===== src/rtl/poly_mul_seq_if.sv =====
// -----------------------------------------------------------------------------
// poly_mul_seq_if
// Control bundle between the polynomial-multiplier sequencer and its
// surroundings (coefficient banks, twiddle ROMs, butterfly datapath, host).
//
// Signals:
//   start     run request (host -> sequencer)
//   done      one-cycle end-of-run pulse
//   busy      run in progress, including the done cycle
//   phase     0 IDLE, 1 NTT, 2 PWM, 3 INTT, 4 SCALE, 5 DONE
//   stage     butterfly stage within NTT/INTT, otherwise 0
//   rd_en     bank read strobe, rd_addr bank read row
//   wr_en     bank write strobe, wr_addr bank write row
//   rom_addr  twiddle ROM address, rom_inv selects the inverse ROM set
//   host_req  host asks for bank ownership, host_gnt host owns the banks
//
// Modports: master = sequencer, slave = everything around it.
// -----------------------------------------------------------------------------
interface poly_mul_seq_if #(
  parameter int ADDR_W = 7,
  parameter int ROM_AW = 9
);
  logic              start;
  logic              done;
  logic              busy;
  logic [2:0]        phase;
  logic [3:0]        stage;
  logic              rd_en;
  logic [ADDR_W-1:0] rd_addr;
  logic              wr_en;
  logic [ADDR_W-1:0] wr_addr;
  logic [ROM_AW-1:0] rom_addr;
  logic              rom_inv;
  logic              host_req;
  logic              host_gnt;

  modport master (
    input  start, host_req,
    output done, busy, phase, stage, rd_en, rd_addr, wr_en, wr_addr,
           rom_addr, rom_inv, host_gnt
  );

  modport slave (
    output start, host_req,
    input  done, busy, phase, stage, rd_en, rd_addr, wr_en, wr_addr,
           rom_addr, rom_inv, host_gnt
  );
endinterface


===== src/rtl/poly_mul_seq.sv =====
// -----------------------------------------------------------------------------
// poly_mul_seq
// Top-level sequencer of the 1024-point polynomial multiplier. A run walks
// forward NTT (STAGES passes), pointwise multiply (1 pass), inverse NTT
// (STAGES passes) and N^-1 scaling (1 pass), then pulses done for one cycle.
// Every pass issues 2^ADDR_W row reads and then drains for PIPE_LAT cycles;
// writes are the reads delayed by PIPE_LAT. The host may own the banks only
// while the sequencer is idle.
//
// Ports:
//   clk  clock
//   rst  synchronous active-high reset (aborts a run, flushes the write line)
//   bus  poly_mul_seq_if.master: start/done/busy/phase/stage, bank read and
//        write strobes and rows, twiddle ROM address/select, host_req/host_gnt
// -----------------------------------------------------------------------------
module poly_mul_seq #(
  parameter int ADDR_W   = 7,
  parameter int STAGES   = 10,
  parameter int PIPE_LAT = 4,
  parameter int ROM_AW   = 9
) (
  input  logic          clk,
  input  logic          rst,
  poly_mul_seq_if.master bus
);

  typedef enum logic [2:0] {
    PH_IDLE  = 3'd0,
    PH_NTT   = 3'd1,
    PH_PWM   = 3'd2,
    PH_INTT  = 3'd3,
    PH_SCALE = 3'd4,
    PH_DONE  = 3'd5
  } phase_e;

  localparam int                DCW         = (PIPE_LAT > 1) ? $clog2(PIPE_LAT) : 1;
  localparam logic [ADDR_W-1:0] LAST_ROW    = '1;
  localparam logic [DCW-1:0]    LAST_DRAIN  = DCW'(PIPE_LAT - 1);
  localparam logic [3:0]        LAST_STAGE  = 4'(STAGES - 1);
  localparam logic [3:0]        LOG_ROWS    = 4'(ADDR_W);
  // Late stages use the second half of the ROM; the scaling constant follows it.
  localparam logic [ROM_AW-1:0] ROM_HI_BASE = ROM_AW'(1 << ADDR_W);
  localparam logic [ROM_AW-1:0] ROM_SCALE   = ROM_AW'(2 << ADDR_W);

  phase_e            phase_q, phase_d;
  logic [3:0]        stage_q, stage_d;
  logic [ADDR_W-1:0] cnt_q,   cnt_d;
  logic [DCW-1:0]    dcnt_q,  dcnt_d;
  logic              drain_q, drain_d;
  logic              gnt_q,   gnt_d;
  logic              start_ok;
  logic              issue;
  logic [ROM_AW-1:0] rom_addr;

  // ---------------------------------------------------------------------------
  // Sequencer state register
  // ---------------------------------------------------------------------------
  always_ff @(posedge clk) begin
    // NOTE: state uses non-blocking assignments so every register samples the
    // pre-edge values of the others, regardless of statement order.
    if (rst) begin
      phase_q <= PH_IDLE;
      stage_q <= '0;
      cnt_q   <= '0;
      dcnt_q  <= '0;
      drain_q <= 1'b0;
      gnt_q   <= 1'b0;
    end else begin
      phase_q <= phase_d;
      stage_q <= stage_d;
      cnt_q   <= cnt_d;
      dcnt_q  <= dcnt_d;
      drain_q <= drain_d;
      gnt_q   <= gnt_d;
    end
  end

  // ---------------------------------------------------------------------------
  // Next-state logic
  // ---------------------------------------------------------------------------
  always_comb begin
    // NOTE: every variable gets a default first so no path leaves one
    // unassigned, which would otherwise infer a latch.
    phase_d  = phase_q;
    stage_d  = stage_q;
    cnt_d    = cnt_q;
    dcnt_d   = dcnt_q;
    drain_d  = drain_q;
    start_ok = 1'b0;

    case (phase_q)
      PH_IDLE: begin
        // A granted host blocks start; start otherwise wins over a new request.
        if (bus.start && !gnt_q) begin
          start_ok = 1'b1;
          phase_d  = PH_NTT;
          stage_d  = '0;
          cnt_d    = '0;
          dcnt_d   = '0;
          drain_d  = 1'b0;
        end
      end
      PH_DONE: phase_d = PH_IDLE;
      default: begin
        if (!drain_q) begin
          // Row counter wraps back to 0 on the last issue.
          if (cnt_q == LAST_ROW) begin
            drain_d = 1'b1;
            dcnt_d  = '0;
          end
          cnt_d = cnt_q + 1'b1;
        end else if (dcnt_q == LAST_DRAIN) begin
          drain_d = 1'b0;
          cnt_d   = '0;
          stage_d = '0;
          case (phase_q)
            PH_NTT:  if (stage_q == LAST_STAGE) phase_d = PH_PWM;
                     else stage_d = stage_q + 4'd1;
            PH_PWM:  phase_d = PH_INTT;
            PH_INTT: if (stage_q == LAST_STAGE) phase_d = PH_SCALE;
                     else stage_d = stage_q + 4'd1;
            default: phase_d = PH_DONE;
          endcase
        end else begin
          dcnt_d = dcnt_q + 1'b1;
        end
      end
    endcase

    // Grant only while idle and not being overtaken by a start this cycle.
    gnt_d = bus.host_req && (phase_q == PH_IDLE) && !start_ok;
  end

  assign issue = (phase_q inside {PH_NTT, PH_PWM, PH_INTT, PH_SCALE}) && !drain_q;

  // ---------------------------------------------------------------------------
  // Twiddle addressing: early stages step through the first half of the ROM
  // coarsely, the last stages index the second half at finer granularity.
  // ---------------------------------------------------------------------------
  always_comb begin
    rom_addr = '0;
    if (issue) begin
      case (phase_q)
        PH_NTT, PH_INTT: begin
          if (stage_q < LOG_ROWS)
            rom_addr = ROM_AW'(cnt_q) >> (LOG_ROWS - stage_q);
          else
            rom_addr = ROM_HI_BASE + (ROM_AW'(cnt_q) >> (LAST_STAGE - stage_q));
        end
        PH_SCALE: rom_addr = ROM_SCALE;
        default:  rom_addr = '0;
      endcase
    end
  end

  // ---------------------------------------------------------------------------
  // Write side: read strobe and row delayed by the datapath latency
  // ---------------------------------------------------------------------------
  logic              wen_pipe   [PIPE_LAT];
  logic [ADDR_W-1:0] waddr_pipe [PIPE_LAT];

  always_ff @(posedge clk) begin
    if (rst) begin
      // NOTE: this delay line is reset on purpose: an aborted run must not
      // leave in-flight writes that land after reset.
      for (int i = 0; i < PIPE_LAT; i++) begin
        wen_pipe[i]   <= 1'b0;
        waddr_pipe[i] <= '0;
      end
    end else begin
      wen_pipe[0]   <= issue;
      waddr_pipe[0] <= issue ? cnt_q : '0;
      for (int i = 1; i < PIPE_LAT; i++) begin
        wen_pipe[i]   <= wen_pipe[i-1];
        waddr_pipe[i] <= waddr_pipe[i-1];
      end
    end
  end

  // ---------------------------------------------------------------------------
  // Outputs (all decoded from registered state)
  // ---------------------------------------------------------------------------
  assign bus.done     = (phase_q == PH_DONE);
  assign bus.busy     = (phase_q != PH_IDLE);
  assign bus.phase    = phase_q;
  assign bus.stage    = stage_q;
  assign bus.rd_en    = issue;
  assign bus.rd_addr  = issue ? cnt_q : '0;
  assign bus.wr_en    = wen_pipe[PIPE_LAT-1];
  assign bus.wr_addr  = waddr_pipe[PIPE_LAT-1];
  assign bus.rom_addr = rom_addr;
  assign bus.rom_inv  = (phase_q == PH_INTT) || (phase_q == PH_SCALE);
  assign bus.host_gnt = gnt_q;

endmodule


===== src/flat_wrapper.sv =====
// flat-port wrapper written by rule: the top's interface ports become plain ports
module poly_mul_seq_flat 
#(
  parameter int ADDR_W   = 7,
  parameter int STAGES   = 10,
  parameter int PIPE_LAT = 4,
  parameter int ROM_AW   = 9
)
  (clk, rst, bus_start, bus_host_req, bus_done, bus_busy, bus_phase, bus_stage, bus_rd_en, bus_rd_addr, bus_wr_en, bus_wr_addr, bus_rom_addr, bus_rom_inv, bus_host_gnt);
  poly_mul_seq_if #(.ADDR_W(ADDR_W), .ROM_AW(ROM_AW)) bus_i ();
  input  logic clk;
  input  logic rst;
  input wire logic [$bits(bus_i.start)-1:0] bus_start;
  input wire logic [$bits(bus_i.host_req)-1:0] bus_host_req;
  output wire logic [$bits(bus_i.done)-1:0] bus_done;
  output wire logic [$bits(bus_i.busy)-1:0] bus_busy;
  output wire logic [$bits(bus_i.phase)-1:0] bus_phase;
  output wire logic [$bits(bus_i.stage)-1:0] bus_stage;
  output wire logic [$bits(bus_i.rd_en)-1:0] bus_rd_en;
  output wire logic [$bits(bus_i.rd_addr)-1:0] bus_rd_addr;
  output wire logic [$bits(bus_i.wr_en)-1:0] bus_wr_en;
  output wire logic [$bits(bus_i.wr_addr)-1:0] bus_wr_addr;
  output wire logic [$bits(bus_i.rom_addr)-1:0] bus_rom_addr;
  output wire logic [$bits(bus_i.rom_inv)-1:0] bus_rom_inv;
  output wire logic [$bits(bus_i.host_gnt)-1:0] bus_host_gnt;
  assign bus_i.start = bus_start;
  assign bus_i.host_req = bus_host_req;
  assign bus_done = bus_i.done;
  assign bus_busy = bus_i.busy;
  assign bus_phase = bus_i.phase;
  assign bus_stage = bus_i.stage;
  assign bus_rd_en = bus_i.rd_en;
  assign bus_rd_addr = bus_i.rd_addr;
  assign bus_wr_en = bus_i.wr_en;
  assign bus_wr_addr = bus_i.wr_addr;
  assign bus_rom_addr = bus_i.rom_addr;
  assign bus_rom_inv = bus_i.rom_inv;
  assign bus_host_gnt = bus_i.host_gnt;
  poly_mul_seq #(.ADDR_W(ADDR_W), .STAGES(STAGES), .PIPE_LAT(PIPE_LAT), .ROM_AW(ROM_AW)) u_core (.clk(clk), .rst(rst), .bus(bus_i));
endmodule

===== config.mk =====
export PLATFORM = sky130hd
export DESIGN_NAME = poly_mul_seq_flat
export DESIGN_NICKNAME = d
export VERILOG_FILES = /design/src/rtl/poly_mul_seq_if.sv /design/src/rtl/poly_mul_seq.sv /design/src/flat_wrapper.sv
export SDC_FILE = /design/constraint.sdc
export NUM_CORES = 1
export LEC_CHECK = 0
export ABC_AREA = 1
export CAP_MARGIN = 10
export CORE_MARGIN = 4
export CORE_UTILIZATION = 48
export CTS_CLUSTER_DIAMETER = 100
export DETAILED_ROUTE_END_ITERATION = 10
export HOLD_SLACK_MARGIN = 0.1
export PLACE_DENSITY_LB_ADDON = 0.08
export SLEW_MARGIN = 25
export SYNTH_ARGS = -nofsm -noshare
export SYNTH_HDL_FRONTEND = slang
export SYNTH_SLANG_ARGS = --single-unit

===== constraint.sdc =====
create_clock -name clk -period 2 [get_ports clk]
set_clock_uncertainty 0.05 [all_clocks]
set_input_delay 0.3 -clock clk [delete_from_list [all_inputs] [get_ports clk]]
set_output_delay 0.3 -clock clk [all_outputs]
set_load 0.1 [all_outputs]

==> flow_summary_export.csv <==
group,metric,value,unit
run_status,status,"finished with violations",
run_status,violations,"negative setup slack",
detailed_routing,finalWirelength,6116,microns
critical_path,cp_common_cell,"nand2_1",
clock_tree,cts.clk_slew.worst_paths,90,ps
critical_path,crit_buf_inv,2,
sta,setup_slack,-114.1,ps
power,p_leak,1.499,nW
clock_tree,cts_hold_buf,0,
floorplan,die_height,79.08,microns
sta,clock.fmax,473.0,MHz
yosys,ys_seq_elements,50,
sta,tightest_slew,373.3,ps
floorplan,die_area,6253,sq um
clock_tree,cts_tree,"yes",
run,cap_violations,0,
yosys,ys_types,30,
finish,area_growth,48.14,%
yosys,synth_common_cells,"nand2_1, nor2_1, inv_1",
detailed_routing,ant_nets,0,
yosys,yosys_warnings,0,
power,p_int,1.949,mW
worst_hold_path,holdPathEnd,"u_core.wen_pipe[0][2]",
critical_path,worstReg2RegEnd,"u_core.cnt_q[2]",
critical_path,startpoint_type,"flip-flop",
power,peakVddDrop,1116,uV
critical_path,slowest_delay,380,ps
clock_tree,clk_latency,310,ps
critical_path,worstPathCellList,"buf_6 > nand2_1 > o21ai_0 > o21ai_1 > nand2_1 > nand3_1 > nand2_1 > nor2_4 > buf_12",
yosys,synthesis.area,2425,sq um
clock_tree,cts_root_buf,"clkbuf_8",
grt,grt_pass1_vias,2296,
yosys,synth_ff_type,"dfxtp_1",
power,switching_share,48.11,%
critical_path,reg2reg_slack,290,ps
critical_path,worst_r2r_startpoint,"u_core.bus.phase[0]",
clock_tree,clockBufferDepth,2,
power,pwr_density_cell,1046,nW/um^2
clock_tree,cts_inserted_buffers,5,
grt,grt-ovfl-total,0,
detailed_routing,drtIter0Drc,159,
power,p_clk_share,15.6,%
detailed_routing,drc,0,
yosys,async_reset_ff_share,0,%
detailed_routing,vias,2422,
floorplan,start_util,50.34,%
critical_path,cp-end-kind,"output port",
yosys,synthCells,360,
floorplan,num_rows,25,
critical_path,crit_slowest_cell,"dfxtp_4",
sta,rsz0062_at_grt,"yes",
finish,utilization,74.57,%
floorplan,core-area,4817,sq um
worst_hold_path,hp-class,"reg2reg",
placement,dpl_worst_slack,93.66,ps
sta,period_needed,2114,ps
critical_path,critical_path_depth,9,
power,p_sw,1.807,mW
sta,drv_slew,0,
placement,io_buffer_count,39,
yosys,synth_top_cell_by_area,"dfxtp_1",
power,total_power,3.756,mW
critical_path,cp.arrival,1760,ps
detailed_routing,routed_via_density,4.994,
grt,grt_max_degree,33,
finish,final_nets,427,
clock_tree,htree_levels,2,
sta,fin_crit_sh,105.7,%
finish,diodes,0,
yosys,synth_top_area_share,41.28,%
critical_path,criticalPathCategory,"reg2out",
critical_path,cp_top_family,"simple AND/OR/NAND/NOR gates",
finish,layout-drive-gt1-share,33.25,%
critical_path,cp_data_required_time,1650,ps
sta,setup_violations,7,
yosys,syn_area_per_cell,6.736,sq um
power,pwr-share-comb,53.6,%
finish,layout.cells.non_filler,485,
yosys,synth_area_leaders,"dfxtp_1, nand2_1, nor2_1",
power,power_frac_seq,30.8,%
critical_path,reg2regPathDepth,10,
sta,slew_headroom,74.85,%
grt,grt_pass1_wl,10300,microns
yosys,yosysMostFrequentCell,"nand2_1",
yosys,yosysSeqAreaShare,41.28,%
placement,dp_cells,459,
placement,dp_hpwl,4202,microns
floorplan,die_w,79.08,microns
sta,hold_viol,0,
floorplan,ios,40,
grt,track_usage,20.65,%
clock_tree,cts_sinks,50,
detailed_routing,wire_per_inst,12.61,microns
detailed_routing,first_pass_iters,5,
worst_hold_path,hp-start,"u_core.wen_pipe[0][1]",
grt,antenna_found_initial,0,
critical_path,cp_max_fo,10,
placement,globalplace.congestion,0.9010,
yosys,synth_fp_nets,369,
yosys,synth_edf_count,0,
worst_hold_path,holdPathStages,2,
==> state kept, by name, indices dropped and copies added, names as in the netlist, named ones only <==
signal	count
u_core.waddr_pipe	28
u_core.cnt_q	7
u_core.bus.stage	4
u_core.wen_pipe	4
u_core.bus.phase	2
u_core.dcnt_q	2
u_core.bus.host_gnt	1
u_core.drain_q	1
==> power by group through the flow <==
stage	sequential (mW)	clock, mW	combinational, mW
after global placement	1.19	0	1.75
final	1.16	0.586	2.01
after floorplan	1.40	0	1.16
after CTS	1.15	0.599	1.93
after detailed placement	1.20	0	1.76
after global routing	1.17	0.640	2.16
==> worst max-delay path by stage <==
stage	endpoint	start
6_report	bus_rom_addr[1]	u_core.bus.stage[0]
2_1_floorplan	bus_rom_addr[5]	u_core.bus.stage[2]
3_3_place_gp	bus_rom_addr[6]	u_core.bus.stage[1]
3_5_place_dp	bus_rom_addr[5]	u_core.bus.stage[1]
5_1_grt	bus_rom_addr[0]	u_core.bus.stage[0]
4_1_cts	bus_rom_addr[5]	u_core.bus.stage[1]
==> worst register-to-register path: stages, from the launching register on <==
cell and delay [ps]:
dfxtp_4 370, nor2_4 210, buf_4 150, nand3_2 130
nand2_2 160, inv_1 80, nand2_2 100, nand2_1 140
inv_1 130, nand2_1 60, nor2_1 70
==> through the flow <==
stage          setup TNS, ps  instance area (sq um)  hold slack, ps
6_report              -655.4                   3592           355.6
5_1_grt                -1445                   3592           368.7
2_1_floorplan          -9149                   2694           338.3
4_1_cts               -695.5                   3532           358.3
3_5_place_dp               0                   3279           344.8
3_3_place_gp               0                   3279           338.6
==> timing repair <==
item | in CTS | in global routing
setup buffers | 18 | 1
resized for setup | 18 | 19
setup endpoints to repair | 14 | 14
gates cloned | 0 | 0
endpoints found under the hold margin | 0 | 0
pin swaps | 11 | 4
==> kinds of logic after synthesis <==
family,share of synthesized area [%]
buffers and inverters,13.47
AOI/OAI and AO/OA,9.752
adders and majority gates,2.580
DFF,41.28
and+or+nand+nor,32.20
xor gates and xnor gates,0.7225
==> layout make-up <==
class | instances | area, sq um
Clock inverter | 2 | 12.51
Inverter | 62 | 260.3
Fill cell | 413 | 1225
Timing Repair Buffer | 67 | 775.7
Tap cell | 67 | 83.83
Sequential cell | 50 | 1028
Clock buffer | 5 | 68.82
Multi-Input combinational cell | 232 | 1363
==> metal layers <==
metal	part of all wire, %	vias to the layer above	wire length [microns]	global-route usage [%]
met1	44	1094	2667	25.97
met4	2.4	0	148	6.357
li1	-	1210	-	-
met5	0	-	0	0
met2	48	100	2918	34.60
met3	6.2	18	382	5.329
==> placed cells by master, fill, tap and decap left out, types with 5 or more instances in the layout <==
cell       n
dfxtp_4    7
dfxtp_1   42
o21ai_1    9
nand2_2    6
nor2_4    14
buf_12    20
a21oi_1   14
nand3_1   18
nor2_1    51
inv_1     48
inv_4      9
buf_4     41
clkbuf_8   5
nand2_1   74
(Power assumes the default switching activity.)
